**src/rtl/csi2_rx_pkg.sv**
```systemverilog
// Shared types and constants for the CSI-2 receive-side pixel path.
package csi2_rx_pkg;

    typedef enum logic [1:0] {
        IDLE,
        DRAIN,
        SOF,
        FWD
    } arb_state_t;

    localparam int unsigned PX_PER_WORD = 4;

endpackage

```
**src/rtl/axi4_stream_if.sv**
```systemverilog
// AXI4-Stream bundle with master/slave views.
interface axi4_stream_if #(
    parameter int unsigned TDATA_WIDTH = 40,
    parameter int unsigned TUSER_WIDTH = 1,
    parameter int unsigned TID_WIDTH   = 4,
    parameter int unsigned TDEST_WIDTH = 4
);
    localparam int unsigned TSTRB_WIDTH = (TDATA_WIDTH + 7) / 8;

    logic                   tvalid;
    logic                   tready;
    logic [TDATA_WIDTH-1:0] tdata;
    logic [TSTRB_WIDTH-1:0] tstrb;
    logic [TSTRB_WIDTH-1:0] tkeep;
    logic                   tlast;
    logic [TUSER_WIDTH-1:0] tuser;
    logic [TID_WIDTH-1:0]   tid;
    logic [TDEST_WIDTH-1:0] tdest;

    modport master (
        output tvalid, tdata, tstrb, tkeep, tlast, tuser, tid, tdest,
        input  tready
    );

    modport slave (
        input  tvalid, tdata, tstrb, tkeep, tlast, tuser, tid, tdest,
        output tready
    );

endinterface

```
**src/rtl/csi2_rr_picker.sv**
```systemverilog
// Combinational round-robin finder: first set request at or above ptr_i, wrapping.
module csi2_rr_picker #(
    parameter  int unsigned N  = 4,
    localparam int unsigned IW = $clog2(N)
) (
    input  logic [N-1:0]  req_i,
    input  logic [IW-1:0] ptr_i,
    output logic [IW-1:0] idx_o,
    output logic          found_o
);

    int unsigned cand;

    always_comb begin
        idx_o   = '0;
        found_o = 1'b0;
        cand    = 0;
        // Scan from the farthest offset down so the nearest request is written last.
        for (int unsigned ofs = N; ofs > 0; ofs--) begin
            cand = 32'(ptr_i) + ofs - 1;
            if (cand >= N) begin
                cand = cand - N;
            end
            if (req_i[cand[IW-1:0]]) begin
                idx_o   = cand[IW-1:0];
                found_o = 1'b1;
            end
        end
    end

endmodule

```
**src/rtl/csi2_vc_arbiter.sv**
```systemverilog
// Packet-granular round-robin arbiter feeding one pixel serializer from VC_CNT streams;
// drains the serializer and pulses its frame start ahead of a VC with a pending SOF.
module csi2_vc_arbiter
    import csi2_rx_pkg::*;
#(
    parameter  int unsigned VC_CNT      = 4,
    parameter  int unsigned TDATA_WIDTH = 40,
    localparam int unsigned VC_W        = $clog2(VC_CNT)
) (
    input  logic                          clk_i,
    input  logic                          rst_n_i,
    input  logic [VC_CNT-1:0]             frame_start_i,
    input  logic [VC_CNT-1:0]             pkt_tvalid_i,
    input  logic [VC_CNT*TDATA_WIDTH-1:0] pkt_tdata_i,
    input  logic [VC_CNT-1:0]             pkt_tlast_i,
    output logic [VC_CNT-1:0]             pkt_tready_o,
    axi4_stream_if.master                 pkt_o,
    output logic                          frame_start_o,
    input  logic                          px_hs_i,
    output logic [VC_W-1:0]               vc_o
);

    arb_state_t        state_q, state_d;
    logic [VC_W-1:0]   vc_q, vc_d;
    logic [VC_W-1:0]   rr_ptr_q, rr_ptr_d;
    logic [VC_CNT-1:0] sof_pend_q, sof_pend_d;
    logic [2:0]        px_cnt_q, px_cnt_d;

    logic [VC_W-1:0]        pick_idx;
    logic                   pick_found;
    logic [TDATA_WIDTH-1:0] sel_tdata;
    logic                   sel_tvalid;
    logic                   sel_tlast;
    logic                   fwd;
    logic                   out_hs;
    logic [VC_CNT-1:0]      sof_clr;
    logic [4:0]             px_wide;
    logic                   px_err;

    csi2_rr_picker #(
        .N (VC_CNT)
    ) u_picker (
        .req_i   (pkt_tvalid_i),
        .ptr_i   (rr_ptr_q),
        .idx_o   (pick_idx),
        .found_o (pick_found)
    );

    always_comb begin
        sel_tdata  = '0;
        sel_tvalid = 1'b0;
        sel_tlast  = 1'b0;
        for (int unsigned k = 0; k < VC_CNT; k++) begin
            if (vc_q == VC_W'(k)) begin
                sel_tdata  = pkt_tdata_i[k*TDATA_WIDTH +: TDATA_WIDTH];
                sel_tvalid = pkt_tvalid_i[k];
                sel_tlast  = pkt_tlast_i[k];
            end
        end
    end

    assign fwd           = (state_q == FWD);
    assign pkt_o.tvalid  = fwd && sel_tvalid;
    assign pkt_o.tdata   = sel_tdata;
    assign pkt_o.tlast   = sel_tlast;
    assign pkt_o.tuser   = '0;
    assign pkt_o.tstrb   = '1;
    assign pkt_o.tkeep   = '1;
    assign pkt_o.tid     = '0;
    assign pkt_o.tdest   = '0;
    assign out_hs        = pkt_o.tvalid && pkt_o.tready;
    assign frame_start_o = (state_q == SOF);
    assign vc_o          = vc_q;

    always_comb begin
        pkt_tready_o = '0;
        for (int unsigned k = 0; k < VC_CNT; k++) begin
            pkt_tready_o[k] = fwd && (vc_q == VC_W'(k)) && pkt_o.tready;
        end
    end

    always_comb begin
        state_d  = state_q;
        vc_d     = vc_q;
        rr_ptr_d = rr_ptr_q;
        sof_clr  = '0;
        unique case (state_q)
            IDLE: begin
                if (pick_found) begin
                    vc_d    = pick_idx;
                    state_d = sof_pend_q[pick_idx] ? DRAIN : FWD;
                end
            end
            DRAIN: begin
                if (px_cnt_q == 3'd0) begin
                    state_d = SOF;
                end
            end
            SOF: begin
                sof_clr = VC_CNT'(1) << vc_q;
                state_d = FWD;
            end
            FWD: begin
                if (out_hs && sel_tlast) begin
                    rr_ptr_d = (vc_q == VC_W'(VC_CNT - 1)) ? '0 : vc_q + VC_W'(1);
                    state_d  = IDLE;
                end
            end
            default: state_d = IDLE;
        endcase
    end

    // A new frame start wins over the clear from the SOF being issued this cycle.
    assign sof_pend_d = (sof_pend_q & ~sof_clr) | frame_start_i;

    always_comb begin
        px_wide  = {2'b00, px_cnt_q} + (out_hs ? 5'(PX_PER_WORD) : 5'd0) - {4'd0, px_hs_i};
        px_cnt_d = px_wide[2:0];
        px_err   = |px_wide[4:3];
    end

    always_ff @(posedge clk_i or negedge rst_n_i) begin
        if (!rst_n_i) begin
            state_q    <= IDLE;
            vc_q       <= '0;
            rr_ptr_q   <= '0;
            sof_pend_q <= '0;
            px_cnt_q   <= '0;
        end else begin
            state_q    <= state_d;
            vc_q       <= vc_d;
            rr_ptr_q   <= rr_ptr_d;
            sof_pend_q <= sof_pend_d;
            px_cnt_q   <= px_cnt_d;
        end
    end

    px_cnt_range_a: assert property (@(posedge clk_i) disable iff (!rst_n_i) !px_err);

endmodule

```
**src/flat_wrapper.sv**
```systemverilog
// flat-port wrapper written by rule: the top's interface ports become plain ports
module csi2_vc_arbiter_flat import csi2_rx_pkg::*;
#(
    parameter  int unsigned VC_CNT      = 4,
    parameter  int unsigned TDATA_WIDTH = 40,
    localparam int unsigned VC_W        = $clog2(VC_CNT)
)
  (clk_i, rst_n_i, frame_start_i, pkt_tvalid_i, pkt_tdata_i, pkt_tlast_i, pkt_tready_o, frame_start_o, px_hs_i, vc_o, pkt_o_tvalid, pkt_o_tdata, pkt_o_tstrb, pkt_o_tkeep, pkt_o_tlast, pkt_o_tuser, pkt_o_tid, pkt_o_tdest, pkt_o_tready);
  axi4_stream_if #(.TDATA_WIDTH(TDATA_WIDTH)) pkt_o_i ();
  input  logic clk_i;
  input  logic rst_n_i;
  input  logic [VC_CNT-1:0] frame_start_i;
  input  logic [VC_CNT-1:0] pkt_tvalid_i;
  input  logic [VC_CNT*TDATA_WIDTH-1:0] pkt_tdata_i;
  input  logic [VC_CNT-1:0] pkt_tlast_i;
  output logic [VC_CNT-1:0] pkt_tready_o;
  output logic frame_start_o;
  input  logic px_hs_i;
  output logic [VC_W-1:0] vc_o;
  output wire logic [$bits(pkt_o_i.tvalid)-1:0] pkt_o_tvalid;
  output wire logic [$bits(pkt_o_i.tdata)-1:0] pkt_o_tdata;
  output wire logic [$bits(pkt_o_i.tstrb)-1:0] pkt_o_tstrb;
  output wire logic [$bits(pkt_o_i.tkeep)-1:0] pkt_o_tkeep;
  output wire logic [$bits(pkt_o_i.tlast)-1:0] pkt_o_tlast;
  output wire logic [$bits(pkt_o_i.tuser)-1:0] pkt_o_tuser;
  output wire logic [$bits(pkt_o_i.tid)-1:0] pkt_o_tid;
  output wire logic [$bits(pkt_o_i.tdest)-1:0] pkt_o_tdest;
  input wire logic [$bits(pkt_o_i.tready)-1:0] pkt_o_tready;
  assign pkt_o_tvalid = pkt_o_i.tvalid;
  assign pkt_o_tdata = pkt_o_i.tdata;
  assign pkt_o_tstrb = pkt_o_i.tstrb;
  assign pkt_o_tkeep = pkt_o_i.tkeep;
  assign pkt_o_tlast = pkt_o_i.tlast;
  assign pkt_o_tuser = pkt_o_i.tuser;
  assign pkt_o_tid = pkt_o_i.tid;
  assign pkt_o_tdest = pkt_o_i.tdest;
  assign pkt_o_i.tready = pkt_o_tready;
  csi2_vc_arbiter #(.VC_CNT(VC_CNT), .TDATA_WIDTH(TDATA_WIDTH)) u_core (.clk_i(clk_i), .rst_n_i(rst_n_i), .frame_start_i(frame_start_i), .pkt_tvalid_i(pkt_tvalid_i), .pkt_tdata_i(pkt_tdata_i), .pkt_tlast_i(pkt_tlast_i), .pkt_tready_o(pkt_tready_o), .pkt_o(pkt_o_i), .frame_start_o(frame_start_o), .px_hs_i(px_hs_i), .vc_o(vc_o));
endmodule
```
**config.mk**
```make
export PLATFORM = sky130hd
export DESIGN_NAME = csi2_vc_arbiter_flat
export DESIGN_NICKNAME = d
export VERILOG_FILES = /design/src/rtl/csi2_rx_pkg.sv /design/src/rtl/axi4_stream_if.sv /design/src/rtl/csi2_rr_picker.sv /design/src/rtl/csi2_vc_arbiter.sv /design/src/flat_wrapper.sv
export SDC_FILE = /design/constraint.sdc
export NUM_CORES = 1
export LEC_CHECK = 0
export CORE_AREA = 2 2 95 97
export DETAILED_ROUTE_END_ITERATION = 16
export DIE_AREA = 0 0 97 99
export GPL_ROUTABILITY_DRIVEN = 0
export PLACE_DENSITY = 0.78
export SLEW_MARGIN = 20
export SYNTH_ARGS = -nofsm -noshare
export SYNTH_HDL_FRONTEND = slang
export SYNTH_SLANG_ARGS = --single-unit
```
**constraint.sdc**
```tcl
create_clock -name clk_i -period 5.2 [get_ports clk_i]
set_input_delay 0.52 -clock clk_i [delete_from_list [all_inputs] [get_ports clk_i]]
set_output_delay 0.52 -clock clk_i [all_outputs]
set_load 0.02 [all_outputs]
```
==> flow_summary.ini <==
[cts]
clk_pin_slew_ns = 0.05
cts_tree = built
ctsHoldBuffers = 0
clock-root-buffer = clkbuf_8
cts_made_buffers = 3
clock-sinks = 13
post_cts_buffers = 0
clock_latency_ns = 0.24
h-tree-depth = 1
cts_resized = 0
clock_path_buffers = 2

[setup_path]
r2r_start = u_core.vc_o[0]
critical_path_class = reg2out
worstSetupStartpointType = flip-flop
r2r_cells = 8
worstPathRequired_ns = 4.68
cp_max_fo = 54
endpoint_kind = output port
reg2reg_setup_slack_ns = 2.53
r2r-end = u_core.state_q[1]
worst_ep_arrival_time_ns = 3.10

[power]
power.density_cell_area_mw_per_mm2 = 501
ir_drop_uv = 337
p_leak_nw = 1.87

[global_route]
grt_start_max_net_pins = 64
grt_usage_pct = 19.5
antenna_found_initial = 0
grt-ovfl-total = 0
grt_pass1_vias = 3431
grt_pass1_wl_um = 15700

[finish]
final_net_count = 806
layout_commonest_cell = clkdlybuf4s50_1
layout_common_cells = 224 x clkdlybuf4s50_1, 86 x nand2_1, 84 x a21oi_1
drive_above_1_share_pct = 2.42
area_delta_synth_final_pct = 93.6
n_antenna_cell = 0

[route]
vias = 3465
first_iter_violations = 66
detail_route.wl_per_cell_um = 13.7
firstDrtPassIters = 4
antenna_left = 0
remaining_drc_errors = 0
dr_wl_met2_um = 5020
wirelength_um = 9990
wl_met3_um = 737
top_layer_used = met4
m1WireLength_um = 4080
viasPerCell = 4.77

[floorplan]
start_util_pct = 28.0
num_io_pins = 244
die_area_sq_mm = 0.00960
row_count = 34
core_sq_mm = 0.00855
fp.dieH_um = 99
fp.dieW_um = 97

[timing]
min_period_over_period_pct = 69.5
worstMarginPinSlew_ns = 0.996
fin_crit_ns = 3.62
max_freq_mhz = 277
holdWs_ns = 0.480
hold_viol_final = 0
finalSetupTns_ns = 0
setup_violations = 0
max_slew_margin_pct = 33.6
finalMaxSlewViolations = 0
rsz0062_at_grt = false
fin_worst_skew_ns = 0.00467

[outcome]
status = finished, final reports clean

[logic_synthesis]
netlist_instances = 423
synthFlopType = dfrtp_1
syn-cell-area_sq_mm = 0.00240
ys_top_cells_by_area = a21oi_1 18%, dfrtp_1 14%, nand2_1 13%
synth_edf_count = 0
synth_seq_cells = 13
synth_top_area_share_pct = 17.5
synth-seq-area-share_pct = 13.6
yosysUniqueCellTypes = 36
synthArstFlopShare_pct = 100
synth_warnings = 0
syn_area_per_cell_sq_um = 5.67
synth_area_leader_cell = a21oi_1

[hold_path]
hp-class = reg2reg
min_to = u_core.sof_pend_q[1]
holdCritStartpoint = u_core.sof_pend_q[1]
min_path_cells = 1

[place]
dp_hpwl_um = 8000
portBuffers = 224

[run]
maxCapViolCount = 0
==> how the worst max path moves through the flow <==
stage                    from              end  slack, ns
2_1_floorplan  u_core.vc_o[0]  pkt_o_tdata[10]       2.72
3_3_place_gp   u_core.vc_o[1]  pkt_o_tdata[13]       1.88
3_5_place_dp   u_core.vc_o[1]  pkt_o_tdata[27]       1.81
4_1_cts        u_core.vc_o[1]  pkt_o_tdata[12]       1.54
5_1_grt        u_core.vc_o[0]  pkt_o_tdata[26]       1.37
6_report       u_core.vc_o[0]  pkt_o_tdata[26]       1.58
==> critical path, cell delays in order, from the launching register on <==
cell,delay [ns]
dfrtp_1,0.46
inv_1,0.13
ha_2,0.85
buf_4,0.45
a21oi_1,0.13
o21ai_0,0.17
clkdlybuf4s50_1,0.65
==> where the power goes <==
part	total (W)	switching, W	internal, W
logic	0.00205	0.00114	0.000909
clock network	0.0000912	0.0000371	0.0000541
registers	0.000183	0.0000396	0.000144
total	0.00232	0.00122	0.00111
==> state kept, by name (all words and copies together), names as in the netlist <==
name,cells
u_core.sof_pend_q,4
u_core.px_cnt_q,3
u_core.rr_ptr_q,2
u_core.state_q,2
u_core.vc_o,2
==> metrics by stage <==
step           total power (W)  area [sq um]  setup WS, ns  std cells  utilization (%)
6_report               0.00232          4640          1.58        727             54.3
5_1_grt                0.00254          4640          1.37        727             54.3
4_1_cts                0.00233          4630          1.54        727             54.2
3_5_place_dp           0.00223          4590          1.81        723             53.6
3_3_place_gp           0.00219          4590          1.88        723             53.6
2_1_floorplan          0.00144          2460          2.72        440                -
==> per-layer routing <==
metal  vias up  GRT usage, %
met5         -             0
met4         0          4.77
met3        14          4.11
met2       161          37.3
met1      1523          22.1
li1       1767             -
==> layout make-up <==
class / instances / area (sq um)
clock buffers: 4 / 45.0
fillers: 821 / 3910
inverters: 11 / 41.3
multi-input cells: 364 / 1830
flip-flops and latches: 13 / 325
well taps: 108 / 135
repair buffers: 227 / 2260
==> synthesized netlist by cell type (2+ instances only) <==
master,n
buf_4,19
a21o_1,5
mux2i_1,5
conb_1,2
xnor2_1,3
buf_2,9
a21oi_1,84
inv_1,11
ha_1,10
nand3_1,2
and3_1,4
nand2_1,86
o21ai_1,2
dfrtp_1,13
nor2_1,81
nor3b_1,2
o31ai_1,3
o21ai_0,40
nor2b_1,2
clkbuf_1,22
mux2_2,2
a211oi_1,2
==> kinds of logic after synthesis <==
| group | after synthesis | synth area share, % |
|---|---|---|
| simple gates | 184 | 30.8 |
| fa+ha+maj | 10 | 5.22 |
| other cells | 2 | 0.313 |
| flops | 13 | 13.6 |
| xor+xnor | 3 | 1.10 |
| compound gates | 140 | 31.8 |
| buf+inv | 63 | 13.6 |
| mux | 8 | 3.50 |
No activity file was read; power rests on OpenSTA's default activity.
